`src/rtl/timer_pkg.sv`:
```
// Shared definitions for the countdown timer: FSM encoding and default width.
package timer_pkg;

  localparam int TIMER_WIDTH = 8;

  typedef enum logic [1:0] {
    IDLE   = 2'd0,
    RUN    = 2'd1,
    PAUSED = 2'd2,
    DONE   = 2'd3
  } timer_state_e;

endpackage

```
`src/rtl/countdown_timer.sv`:
```
// Loadable down-counter with pause/resume, terminal-count pulse and optional
// auto-reload for periodic operation.
module countdown_timer
  import timer_pkg::*;
#(
  parameter int WIDTH = TIMER_WIDTH
) (
  input  logic             clk,
  input  logic             rst,
  input  logic             load,
  input  logic [WIDTH-1:0] load_val,
  input  logic             start,
  input  logic             stop,
  input  logic             tick,
  input  logic             auto_reload,
  output logic [WIDTH-1:0] cnt,
  output logic             zero,
  output logic             busy,
  output logic             expired
);

  timer_state_e     state_q, state_d;
  logic [WIDTH-1:0] cnt_q, cnt_d;
  logic [WIDTH-1:0] reload_q, reload_d;
  logic             expired_q, expired_d;

  logic cnt_nz, reload_nz, terminal;

  assign cnt_nz    = (cnt_q != '0);
  assign reload_nz = (reload_q != '0);
  // cnt==1 is the last tick; 0 is never decremented.
  assign terminal  = (cnt_q == WIDTH'(1));

  // State, count, reload and expired registers.
  always_ff @(posedge clk) begin
    if (rst) begin
      state_q   <= IDLE;
      cnt_q     <= '0;
      reload_q  <= '0;
      expired_q <= 1'b0;
    end else begin
      state_q   <= state_d;
      cnt_q     <= cnt_d;
      reload_q  <= reload_d;
      expired_q <= expired_d;
    end
  end

  // Next state and datapath; load overrides everything, then stop, start, tick.
  always_comb begin
    state_d   = state_q;
    cnt_d     = cnt_q;
    reload_d  = reload_q;
    expired_d = 1'b0;
    if (load) begin
      cnt_d    = load_val;
      reload_d = load_val;
      state_d  = IDLE;
    end else begin
      unique case (state_q)
        IDLE, PAUSED: begin
          if (start && cnt_nz) state_d = RUN;
        end
        RUN: begin
          if (stop) begin
            state_d = PAUSED;
          end else if (tick) begin
            if (terminal) begin
              expired_d = 1'b1;
              if (auto_reload && reload_nz) begin
                cnt_d = reload_q;
              end else begin
                cnt_d   = '0;
                state_d = DONE;
              end
            end else if (cnt_nz) begin
              cnt_d = cnt_q - WIDTH'(1);
            end
          end
        end
        DONE: begin
          if (start && reload_nz) begin
            cnt_d   = reload_q;
            state_d = RUN;
          end
        end
        default: state_d = IDLE;
      endcase
    end
  end

  // Status outputs, all derived from registers.
  always_comb begin
    cnt     = cnt_q;
    zero    = ~cnt_nz;
    busy    = (state_q == RUN);
    expired = expired_q;
  end

endmodule
```
`config.mk`:
```
export PLATFORM = sky130hd
export DESIGN_NAME = countdown_timer
export DESIGN_NICKNAME = d
export VERILOG_FILES = /design/src/rtl/timer_pkg.sv /design/src/rtl/countdown_timer.sv
export SDC_FILE = /design/constraint.sdc
export NUM_CORES = 1
export LEC_CHECK = 0
export BUFFER_PORTS_ARGS = -buffer_cell sky130_fd_sc_hd__buf_2
export CAP_MARGIN = 40
export CELL_PAD_IN_SITES_DETAIL_PLACEMENT = 1
export CELL_PAD_IN_SITES_GLOBAL_PLACEMENT = 1
export CORE_MARGIN = 8
export CORE_UTILIZATION = 39
export CTS_CLUSTER_SIZE = 16
export DETAILED_ROUTE_END_ITERATION = 8
export PLACE_DENSITY = 0.79
export SYNTH_ARGS = -nofsm -noshare
export SYNTH_HDL_FRONTEND = slang
export SYNTH_SLANG_ARGS = --single-unit
```
`constraint.sdc`:
```
create_clock -name clk -period 2.3 [get_ports clk]
set_input_delay 0 -clock clk [delete_from_list [all_inputs] [get_ports clk]]
set_output_delay 0 -clock clk [all_outputs]
set_load 0.02 [all_outputs]
```
; After elaboration in Yosys (flattened, before gate mapping)
; Cells that the tools add are included.
[word_totals]
latchBits = 0
mem_bits_rw = 0
output_inout_bits = 11
register_bits = 19
mem_bits_ro = 0
n_memories = 0
[classes]
n_shift = 0
n_mul = 0
muxes = 16
reduce_logical = 12
magnitude_cmp = 0
bitwise_logic = 3
eq_ne = 13
div_mod_pow = 0
addsub = 1
[op_table]
columns = cell, count
row1 = 8-bit two-way mux, 7
row2 = 8-bit case mux with 2 select lines, 1
row3 = 8-bit nonzero test, 2
row4 = "3-bit inequality test, second input constant", 5
row5 = 2-bit two-way mux, 6
row6 = 5-bit AND reduction, 2
row7 = "8-bit by 1-bit equality test with 1-bit output, second input constant", 1
row8 = "8-bit by 1-bit subtractor with 8-bit output, second input constant", 1
row9 = 2-bit case mux with 3 select lines, 1
row10 = 5-bit OR reduction, 1
row11 = "2-bit equality test, second input constant", 2
row12 = "2-bit inequality test, second input constant", 2
row13 = "4-bit by 2-bit inequality test with 1-bit output, second input constant", 1
row14 = 2-bit OR reduction, 2
row15 = 1-bit logical AND, 3
row16 = "3-bit by 2-bit inequality test with 1-bit output, second input constant", 1
row17 = 1-bit NOT, 3
row18 = 3-bit nonzero test, 1
row19 = "2-bit by 1-bit equality test with 1-bit output, second input constant", 1
row20 = 2-bit zero test, 1
row21 = 1-bit two-way mux, 1

; Longest topological paths before layout
[depth]
ltp_word = 8
depth_mapped = 7

; Worst setup path after synthesis
; No wires, ideal clock.
[synth_timing]
path_kind = register to register
startpoint = reg cnt_q[0] (netlist: cnt[0])
endpoint = reg cnt_q[3] (netlist: cnt[3])
setup_ns = 0.091
path_slack_ns = 0.202
path_stages_with_launch = 7
synth_period_minus_slack_ns = 2.098
required_time_ns = 2.209
arrival_ns = 2.007
path_cell_list = dfxtp_1 > ha_1 > or3b_2 > nor3_1 > o211a_1 > o2111ai_1 > a311oi_1
[synth_via]
elab_chain_len = 7
word_cells_on_any_way = 11
[synth_lines]
columns = element, line_no
row1 = from (decl), countdown_timer.sv:23  ; logic [WIDTH-1:0] cnt_q, cnt_d;
row2 = from (signal assigned), countdown_timer.sv:43  ; cnt_q <= cnt_d;
row3 = 8-bit by 1-bit subtractor with 8-bit output, countdown_timer.sv:77  ; cnt_d = cnt_q - WIDTH'(1);
row4 = 8-bit two-way mux, countdown_timer.sv:76  ; end else if (cnt_nz) begin
row5 = 8-bit two-way mux, countdown_timer.sv:68  ; if (terminal) begin
row6 = 8-bit two-way mux, countdown_timer.sv:67  ; end else if (tick) begin
row7 = 8-bit two-way mux, countdown_timer.sv:65  ; if (stop) begin
row8 = 8-bit case mux with 2 select lines, countdown_timer.sv:60  ; unique case (state_q)
row9 = 8-bit two-way mux, countdown_timer.sv:55  ; if (load) begin
; Parallel ways exist; a longest one is shown, timed or not. The select of a mux whose other input is x is not followed.
; A chain may end at the register's enable or synchronous reset.

; Final worst setup path
[layout_timing]
startpoint = reg cnt_q[0] (netlist: cnt[0])
endpoint = reg cnt_q[5] (netlist: cnt[5])
; Same word-level chain as after synthesis.

==> flow_summary.ini <==
[place]
place_congestion = 0.9686
dp_cells = 207
port_buffers = 25
dp_hpwl_um = 3074
post_dp_cell_area_um2 = 1404

[finish]
finalNonFillerCells = 221
nets = 207
design_area_um2 = 1530
drive_gt1_share_pct = 25.00
n_fill_cell = 377
n_antenna_cell = 0
area_delta_synth_final_pct = 28.20

[floorplan]
dieArea_um2 = 5087
start_util_pct = 40.08
die_width_um = 71.32
io_pins = 26
rows = 20
core_area_um2 = 2978
die_h_um = 71.32

[synth]
ys.flop_type = dfxtp_1
synth_area_leaders = dfxtp_1 32%, a21oi_1 5.0%, nand2b_1 4.7%, nand2_1 4.4%, nor2_1 3.8%
synth_area_leader_cell = dfxtp_1
yosys_warnings = 0
avgSynthCellArea_um2 = 8.176
synth_edf_count = 0
synth-async-reset-ratio_pct = 0
syn-num-nets = 164
ys_top_cells_by_count = 19 x dfxtp_1, 14 x nand2_1, 12 x a21oi_1, 12 x nor2_1, 9 x nand2b_1
synth_seq_cells = 19
syn-cell-area_um2 = 1194
yosysMostFrequentCell = dfxtp_1
synth_cells = 146
seq_area_frac_synth_pct = 31.87
synth.top_cell.area_share_pct = 31.87
ys_types = 48

[setup_path]
crit_family = simple AND/OR/NAND/NOR gates
start_kind = flip-flop
critPathMaxFanout = 6
cp_data_required_time_ps = 2520
crit_chain = inv_1 > ha_1 > or3b_2 > nor4_4 > a21oi_2 > or4b_1 > o221ai_1
worst_path_largest_cell_delay_ps = 500
critPathSlowestCell = or3b_2
end_kind = flip-flop
path_class = flip-flop to flip-flop
cp_num_buf_inv = 1
cp.arrival_ps = 2350

[sta]
fin_crit_sh_pct = 92.44
worstMarginPinSlew_ps = 468.9
setup_violations = 0
max_freq_ghz = 0.4703
skew_ps = 3.659
fin_crit_ps = 2126
finalHoldViolations = 0
slew_headroom_pct = 68.74
maxSlewViolCount = 0
setup_tns_ps = 0
rsz0062_at_grt = no

[cts]
cts-buffers-inserted = 3
path_clk_slew_ps = 110
cts_resized = 0
root_buffer = clkbuf_4
postCtsSetupBuffers = 0
clock_sinks = 19
htree_levels = 1
cts_hold_buf = 10
cts_buffer_depth = 2
cts_tree = built
clkLatencyLatePin_ps = 300

[worst_hold_path]
hold_class = input pin to flip-flop

[routing]
num_vias = 1316
totalWireLength_um = 4058
wire_per_inst_um = 18.36
viasPerCell = 5.955
drt-initial-drc-count = 61
antenna_left = 0
dr.pass1.iters = 7
route.detailed.drc = 0

[status]
status = complete, no violations

[global_route]
grt_pass1_wl_um = 6610
overflow = 0
antenna_found_initial = 0
grt_max_degree = 30
groute.usage.overall_pct = 16.08
grt_pass1_vias = 1342

[pwr]
p_total_uw = 795.4
leakagePower_nw = 0.6146
ir_worst_vdd_mv = 0.2668
p_per_area_nw_per_um2 = 519.8

[job]
cap_violations = 0
## stage by stage
step                util (%)  hold WS [ps]  setup WS (ps)
floorplan                  -         117.6          202.5
global placement       47.14         237.3          257.3
detailed placement     47.14         271.6          206.9
CTS                    51.39         103.6          169.6
global route           51.39         117.1          1.338
finish                 51.39         100.3          173.9
## cells in the final DEF (no fill, tap or decap), drive strengths merged, types with 2 or more instances in the layout
cell type and n:
buf 34, dfxtp 19, nand2 14, a21oi 13
nor2 12, dlygate4sd3 10, nand2b 9, inv 4
o221ai 4, nor3 4, nor4 4, o21ai 4
clkbuf 4, or4 3, or3b 3, nand3 3
nor2b 3, o22ai 3, ha 3, o211ai 3
nor3b 2, a22oi 2, o21a 2, nand3b 2
a311oi 2, mux2i 2, a311o 2
## layout make-up
type                       instances  area [µm²]  area share [%]
multi-input combinational        117       774.5           50.61
sequential                        19       380.4           24.86
timing repair buffer              44       292.8           19.13
tap                               33       41.29           2.698
clock buffer                       4       26.28           1.717
inverter                           4       15.01          0.9812
## worst register-to-register path: cells and delay by family (launching register included)
kind	cells	cell delay [ps]
simple gates	3	1210
flops	1	370
compound gates	2	210
fa+ha+maj	1	150
buf+inv	1	120
## registers in the layout (all words and copies together), names as in the netlist
signal,count
cnt,8
reload_q,8
state_q,2
expired,1
## report_power, final
| group | switching (mW) | internal, mW |
|---|---|---|
| Sequential | 0.0212 | 0.349 |
| Combinational | 0.141 | 0.113 |
| Clock | 0.104 | 0.0676 |
| Total | 0.266 | 0.529 |
## metal layers
layer	GRT usage, %	vias to the layer above	wire, µm
li1	-	639	-
met1	18.59	614	1738
met2	27.45	46	1946
met3	2.650	17	217
met4	8.776	0	156
met5	0	-	0
## cells by family (layout without fill, tap and decap cells)
logic type	after synthesis	in the layout	synth area share [%]
simple gates	65	65	31.24
mux	3	3	2.621
fa+ha+maj	3	3	3.145
xor+xnor	1	1	0.7339
buf+inv	10	52	3.249
flops	19	19	31.87
compound gates	45	45	27.15
## final timing paths
| check | startpoint | slack (ps) | cells after the start | to |
|---|---|---|---|---|
| min | rst | 100 | 2 | reload_q[6] |
| max | cnt[0] | 170 | 7 | cnt[5] |
| min reg2reg | reload_q[7] | 490 | 2 | reload_q[7] |
| max reg2reg | cnt[0] | 170 | 7 | cnt[5] |
Power figures use the tool's default switching activity.
